==> src/rtl/spike_pkg.sv <==
// Shared definitions for the synapse and neuron blocks: width defaults and the synapse state type.
package spike_pkg;

    localparam int SYN_W_DEF       = 10;
    localparam int RATE_W_DEF      = 9;
    localparam int DECAY_SHIFT_DEF = 4;

    typedef enum logic {
        IDLE   = 1'b0,
        ACTIVE = 1'b1
    } syn_state_t;

endpackage

==> src/rtl/syn_prescaler.sv <==
// Programmable tick generator: one-cycle tick every period+1 enabled cycles, held at 0 when disabled.
module syn_prescaler #(
    parameter int W = 9
) (
    input  logic         clk_in,
    input  logic         reset,
    input  logic         enable,
    input  logic [W-1:0] period,
    output logic         tick
);

    logic [W-1:0] cnt_q;
    logic [W-1:0] cnt_d;

    // Compare with >= so a period lowered below the running count ticks on the next cycle.
    always_comb begin
        tick  = enable && (cnt_q >= period);
        cnt_d = '0;
        if (enable && !tick) begin
            cnt_d = cnt_q + W'(1);
        end
    end

    always_ff @(posedge clk_in or posedge reset) begin
        if (reset) begin
            cnt_q <= '0;
        end else begin
            cnt_q <= cnt_d;
        end
    end

endmodule

==> src/rtl/spike_synapse.sv <==
// Current-based synapse: each spike adds weight to a saturating current that decays
// proportionally on prescaled ticks; idles at zero with the prescaler parked.
module spike_synapse
    import spike_pkg::*;
#(
    parameter int SYN_W       = SYN_W_DEF,
    parameter int RATE_W      = RATE_W_DEF,
    parameter int DECAY_SHIFT = DECAY_SHIFT_DEF
) (
    input  logic              clk_in,
    input  logic              reset,
    input  logic              spike_in,
    input  logic [RATE_W-1:0] weight,
    input  logic [RATE_W-1:0] decay_rate,
    output logic [SYN_W-1:0]  syn_o,
    output logic              active,
    output logic [15:0]       spike_cnt
);

    localparam int SUM_W = ((SYN_W > RATE_W) ? SYN_W : RATE_W) + 1;
    localparam logic [SUM_W-1:0] SAT = {{(SUM_W - SYN_W){1'b0}}, {SYN_W{1'b1}}};

    syn_state_t        state_q, state_d;
    logic [SYN_W-1:0]  syn_q, syn_d;
    logic [SYN_W-1:0]  shifted, dec, syn_dec;
    logic [SUM_W-1:0]  sum;
    logic              active_q;
    logic [15:0]       cnt_q;
    logic              tick;

    syn_prescaler #(
        .W (RATE_W)
    ) u_prescaler (
        .clk_in (clk_in),
        .reset  (reset),
        .enable (state_q == ACTIVE),
        .period (decay_rate),
        .tick   (tick)
    );

    // Decay first, then add the spike, then saturate.
    always_comb begin
        shifted = syn_q >> DECAY_SHIFT;
        dec     = shifted;
        if (shifted == '0 && syn_q != '0) begin
            dec = SYN_W'(1);
        end
        syn_dec = tick ? (syn_q - dec) : syn_q;
        sum     = SUM_W'(syn_dec) + (spike_in ? SUM_W'(weight) : '0);
        syn_d   = (sum > SAT) ? {SYN_W{1'b1}} : sum[SYN_W-1:0];
        state_d = (syn_d != '0) ? ACTIVE : IDLE;
    end

    always_ff @(posedge clk_in or posedge reset) begin
        if (reset) begin
            state_q  <= IDLE;
            syn_q    <= '0;
            active_q <= 1'b0;
            cnt_q    <= '0;
        end else begin
            state_q  <= state_d;
            syn_q    <= syn_d;
            active_q <= (state_d == ACTIVE);
            if (spike_in) begin
                cnt_q <= cnt_q + 16'd1;
            end
        end
    end

    assign syn_o     = syn_q;
    assign active    = active_q;
    assign spike_cnt = cnt_q;

endmodule

==> config.mk <==
export PLATFORM = sky130hd
export DESIGN_NAME = spike_synapse
export DESIGN_NICKNAME = d
export VERILOG_FILES = /design/src/rtl/spike_pkg.sv /design/src/rtl/syn_prescaler.sv /design/src/rtl/spike_synapse.sv
export SDC_FILE = /design/constraint.sdc
export NUM_CORES = 1
export LEC_CHECK = 0
export BUFFER_PORTS_ARGS = -buffer_cell sky130_fd_sc_hd__buf_2
export CORE_MARGIN = 4
export CORE_UTILIZATION = 60
export DETAILED_ROUTE_END_ITERATION = 8
export PLACE_DENSITY = 0.86
export SETUP_SLACK_MARGIN = 0.3
export SLEW_MARGIN = 30
export SYNTH_ARGS = -nofsm -noshare
export SYNTH_HDL_FRONTEND = slang
export SYNTH_SLANG_ARGS = --single-unit
export TNS_END_PERCENT = 100
==> constraint.sdc <==
create_clock -name clk_in -period 5.7 [get_ports clk_in]
set_clock_uncertainty 0.05 [all_clocks]
set_input_delay 0.57 -clock clk_in [delete_from_list [all_inputs] [get_ports clk_in]]
set_output_delay 0.57 -clock clk_in [all_outputs]
set_load 0.02 [all_outputs]
# Word level (Yosys, flattened, before mapping)
# Index checks and enable logic that the tools add are counted.
[totals] mem_bits_rw=0 in_bits=21 word_cells=23 latch_bits=0 reg_bits=36 mem_bits_ro=0 output_inout_bits=27 n_memories=0
[classes] eq_ne=0 reduce_logical=7 multipliers=0 shifts=0 bitwise=0 muxes=6 order_cmp=2 n_addsub=4 div=0
[op_table] operator="10-bit two-way mux" n=2
[op_table] operator="10-bit nonzero test" n=2
[op_table] operator="9-bit two-way mux" n=2
[op_table] operator="16-bit by 1-bit adder with 16-bit output, second input constant" n=1
[op_table] operator="10-bit by 9-bit adder with 11-bit output" n=1
[op_table] operator="11-bit by 10-bit > comparator with 1-bit output, second input constant" n=1
[op_table] operator="10-bit logical NOT" n=1
[op_table] operator="10-bit by 6-bit subtractor with 10-bit output" n=1
[op_table] operator="9-bit by 1-bit adder with 9-bit output, second input constant" n=1
[op_table] operator="9-bit >= comparator" n=1
[op_table] operator="6-bit two-way mux" n=1
[op_table] operator="1-bit logical AND" n=3
[op_table] operator="1-bit logical NOT" n=1
[op_table] operator="1-bit two-way mux" n=1

# Depth between registers and ports, before layout
[depth] word_depth=10 depth_mapped=20 mapped_depth_nobuf=20

# Hierarchy
# Synthesis repeated with hierarchy kept, for this count alone.
[unflattened] hier_cells=263 area_unflattened_um2=2483.6
[modules_own_cells] mod="spike_synapse" cells_per_inst=191 area_each_um2=1844.3 n_inst=1 seq_area_each_um2=675.6
[modules_own_cells] mod="syn_prescaler" cells_per_inst=72 area_each_um2=639.4 n_inst=1 seq_area_each_um2=225.2

# Worst setup path after synthesis
# No wires, ideal clock.
[synth_path] path_kind="register to register" startpoint="reg syn_q[7], in the netlist syn_o[7]" endpoint="reg syn_q[5], in the netlist syn_o[5]" synth_period_minus_slack_ns=3.643 required_ns=5.519 arrival_ns=3.462 path_stages_with_launch=21 n_path_buf=0 setup_ns=0.131 slack_ns=2.057 path_cell_list="dfrtp_1 inv_1 nand3_1 o41ai_1 ha_1 inv_1 fa_1 nand3_1 nand2_1 a21o_1 nand2_1 nand2_1 xnor2_1 ha_1 or2_2 a21o_1 o41ai_1 nor2_1 a21o_1 o21ai_4 o21ai_1"
[synth_between] elab_chain_len=8 elab_cells_between_ends=9 classes_between="add/sub (2); order compare (1); mux (3); reduce/logical (3)"
[synth_rtl] item="from (decl)" line_no="spike_synapse.sv:24" source="logic [SYN_W-1:0] syn_q, syn_d;"
[synth_rtl] item="from (signal assigned)" line_no="spike_synapse.sv:62" source="syn_q <= syn_d;"
[synth_rtl] item="10-bit logical NOT or 10-bit nonzero test (tied branches)" line_no="spike_synapse.sv:45" source="if (shifted == '0 && syn_q != '0) begin"
[synth_rtl] item="1-bit logical AND" line_no="spike_synapse.sv:45"
[synth_rtl] item="6-bit two-way mux" line_no="spike_synapse.sv:45"
[synth_rtl] item="10-bit by 6-bit subtractor with 10-bit output" line_no="spike_synapse.sv:48" source="syn_dec = tick ? (syn_q - dec) : syn_q;"
[synth_rtl] item="10-bit two-way mux (*)" line_no="spike_synapse.sv:48"
[synth_rtl] item="10-bit by 9-bit adder with 11-bit output (*)" line_no="spike_synapse.sv:49" source="sum = SUM_W'(syn_dec) + (spike_in ? SUM_W'(weight) : '0);"
[synth_rtl] item="11-bit by 10-bit > comparator with 1-bit output" line_no="spike_synapse.sv:50" source="syn_d = (sum > SAT) ? {SYN_W{1'b1}} : sum[SYN_W-1:0];"
[synth_rtl] item="10-bit two-way mux (*)" line_no="spike_synapse.sv:50"
[synth_rtl] item="named net syn_d[5]" line_no="spike_synapse.sv:24"
# The timed path passes the listed nets; every way through them passes the cells marked *.
# A chain may end at the register's enable or synchronous reset.

# Final worst setup path
[layout_path] startpoint="reg syn_q[6], in the netlist syn_o[6]" endpoint="reg syn_q[5], in the netlist syn_o[5]"
# Same word-level chain as after synthesis.

==> metrics.yaml <==
status: "finished, final reports clean"
place.gp.congestion: 0.9321
worst-path-buf-inv: 2
cts_resized: 0
leakagePower_nw: 1.505
cts_setup_buffers: 0
clock_latency_ns: 0.29
grt_pass1_vias: 2039
drv_slew: 0
netlist_instances: 271
path_class: "register to register"
drc: 0
syn_nets: 321
vias: 2005
cts.clk_slew.worst_paths_ns: 0.07
synth_seq_cells: 36
r2r-start: "syn_o[6]"
synth_edf_count: 0
syn2layout_area_growth_pct: 15.34
start_util_pct: 62.14
cap_violations: 0
synth_top_area_share_pct: 35.98
dp_hpwl_mm: 3.960
crit_path_end_kind: "register"
rsz0062_at_grt: "false"
worst_pin_slew_ns: 0.6015
ys_dominant_reg_cell: "dfrtp_1"
r2r_end: "syn_o[5]"
yosysUniqueCellTypes: 42
rows: 23
rrSetupSlack_ns: 1.77
hp-class: "primary input to async pin"
cts_max_path_buffers: 2
nNetsFinal: 374
grt_start_max_net_pins: 37
root_buffer: "clkbuf_8"
ys.warnings.count: 0
finalHoldViolations: 0
hold_buffers: 0
io_buffers: 47
diodes: 0
peakVddDrop_uv: 311.1
core_mm2: 0.004029
reg2regPathDepth: 20
chipHeight_um: 72.60
slew_headroom_pct: 59.63
io_pins: 48
cp_slowest_cell: "dfrtp_1"
drive_gt1_share_pct: 19.69
critPathMaxStageDelay_ns: 0.44
power_density_mw_per_mm2: 529.2
cp_cell_sequence: "inv_1, nand3_1, o41ai_1, ha_1, inv_1, fa_1, nand3_1, nand2_1, a21o_1, nand2_1, nand2_1, xnor2_1, ha_1, or2_2, a21o_1, o41ai_1, nor2_1, a21o_1, o21ai_4, o21ai_1"
initialDrtViolationCount: 126
wl_per_cell_um: 13.75
netlist_top_cells_area: "dfrtp_1 36%, ha_1 13%, xnor2_1 6.6%"
final-setup-viol-count: 0
grt_use_total_pct: 21.62
max_freq_mhz: 254.7
synth-seq-area-share_pct: 35.98
cts_made_buffers: 5
ant_nets: 0
synthTopCellsByCount: "36 x dfrtp_1, 27 x ha_1, 24 x inv_1"
cts_sinks: 36
finalCritPeriodShare_pct: 68.88
synth_top_area_cell: "dfrtp_1"
yosysMostFrequentCell: "dfrtp_1"
setup_tns_ns: 0
cts_tree: "done"
via_per_inst: 5.347
die_x_um: 72.60
netlist_area_mm2: 0.002504
final_cell_area_mm2: 0.002888
arrival_ns: 4.04
async_flop_share_pct: 100.0
antenna_found_initial: 0
dieArea_mm2: 0.005270
crit_path_max_fanout: 8
h-tree-depth: 2
dr.pass1.iters: 4
post-route-min-period_ns: 3.926
synth_area_per_cell_um2: 9.239
start_kind: "register"
dpl_cell_area_mm2: 0.002800
cp.required_ns: 5.81
grt-ovfl-total: 0
wl_mm: 5.155
path_delay_family: "compound AO/OA/AOI/OAI gates"
grt_first_pass_wirelength_mm: 9.018
[kinds of logic after synthesis]
| logic type | Yosys count | synth area share, % |
|---|---|---|
| simple gates | 103 | 21.24 |
| compound gates | 40 | 10.54 |
| flops | 36 | 35.98 |
| xor+xnor | 34 | 11.89 |
| buf+inv | 26 | 3.948 |
| fa+ha+maj | 29 | 15.09 |
| mux | 3 | 1.299 |
[metal layers]
layer	up-vias	share of wire, %	global-route usage [%]
met1	913	47	28.83
met4	0	1.3	7.992
met2	52	47	35.07
met5	-	0	0
met3	8	4.8	4.132
li1	1032	-	-
[final cells by class]
class	instances	area, um^2
multi-input cells	209	1504
fillers	296	1141
inverters	24	90.09
flip-flops and latches	36	900.9
clock inverters	3	18.77
well taps	50	62.56
repair buffers	48	242.7
clock buffers	5	68.82
[worst max-delay path by stage]
stage	startpoint	slack (ns)	end	depth (start not counted)
after detailed placement	decay_rate[8]	1.61	state_q	19
after global placement	decay_rate[8]	1.72	state_q	16
after global routing	syn_o[6]	1.44	syn_o[5]	20
after floorplan	syn_o[7]	2.06	syn_o[5]	20
final	syn_o[6]	1.77	syn_o[5]	20
after CTS	syn_o[6]	1.81	syn_o[5]	20
[power by group]
part / internal [mW] / total [mW] / switching (mW)
Clock: 0.0850 / 0.176 / 0.0914
Combinational: 0.382 / 0.909 / 0.527
Sequential: 0.341 / 0.442 / 0.101
Total: 0.808 / 1.53 / 0.720
[state kept, by name, indices dropped and copies added, names as in the netlist]
| register | cells |
|---|---|
| syn_o | 10 |
| state_q | 1 |
| spike_cnt | 16 |
| u_prescaler.cnt_q | 9 |
[tightest hold or removal path, cell delays in order]
cell,delay [ns]
buf_2,0.09
inv_1,0.04
buf_4,0.38
[stage by stage]
step | hold WS [ns] | total power [mW] | instances | utilization [%] | setup WS (ns)
final | 0.3128 | 1.528 | 375 | 71.68 | 1.774
after global routing | 0.3696 | 1.668 | 375 | 71.68 | 1.438
after CTS | 0.3256 | 1.525 | 375 | 71.68 | 1.811
after detailed placement | 0.4148 | 1.331 | 367 | 69.50 | 1.608
after global placement | 0.4066 | 1.299 | 367 | 69.50 | 1.715
after floorplan | 0.4415 | 1.111 | 271 | - | 2.057
[cell usage in the layout, fill, tap and decap left out, types with 3 or more instances in the layout]
cell / instances
clkbuf_8: 5
nor2b_1: 4
nor3_1: 4
and3_1: 4
xnor2_1: 19
nand4_1: 10
o21ai_0: 3
buf_2: 47
nand2b_1: 3
o21a_1: 3
xor2_1: 15
nand3_1: 10
dfrtp_1: 36
a21o_1: 6
nor2_1: 23
nand2_1: 22
o21ai_1: 3
ha_1: 27
a21oi_1: 16
and2_1: 10
inv_1: 24
Power figures use the tool's default switching activity.
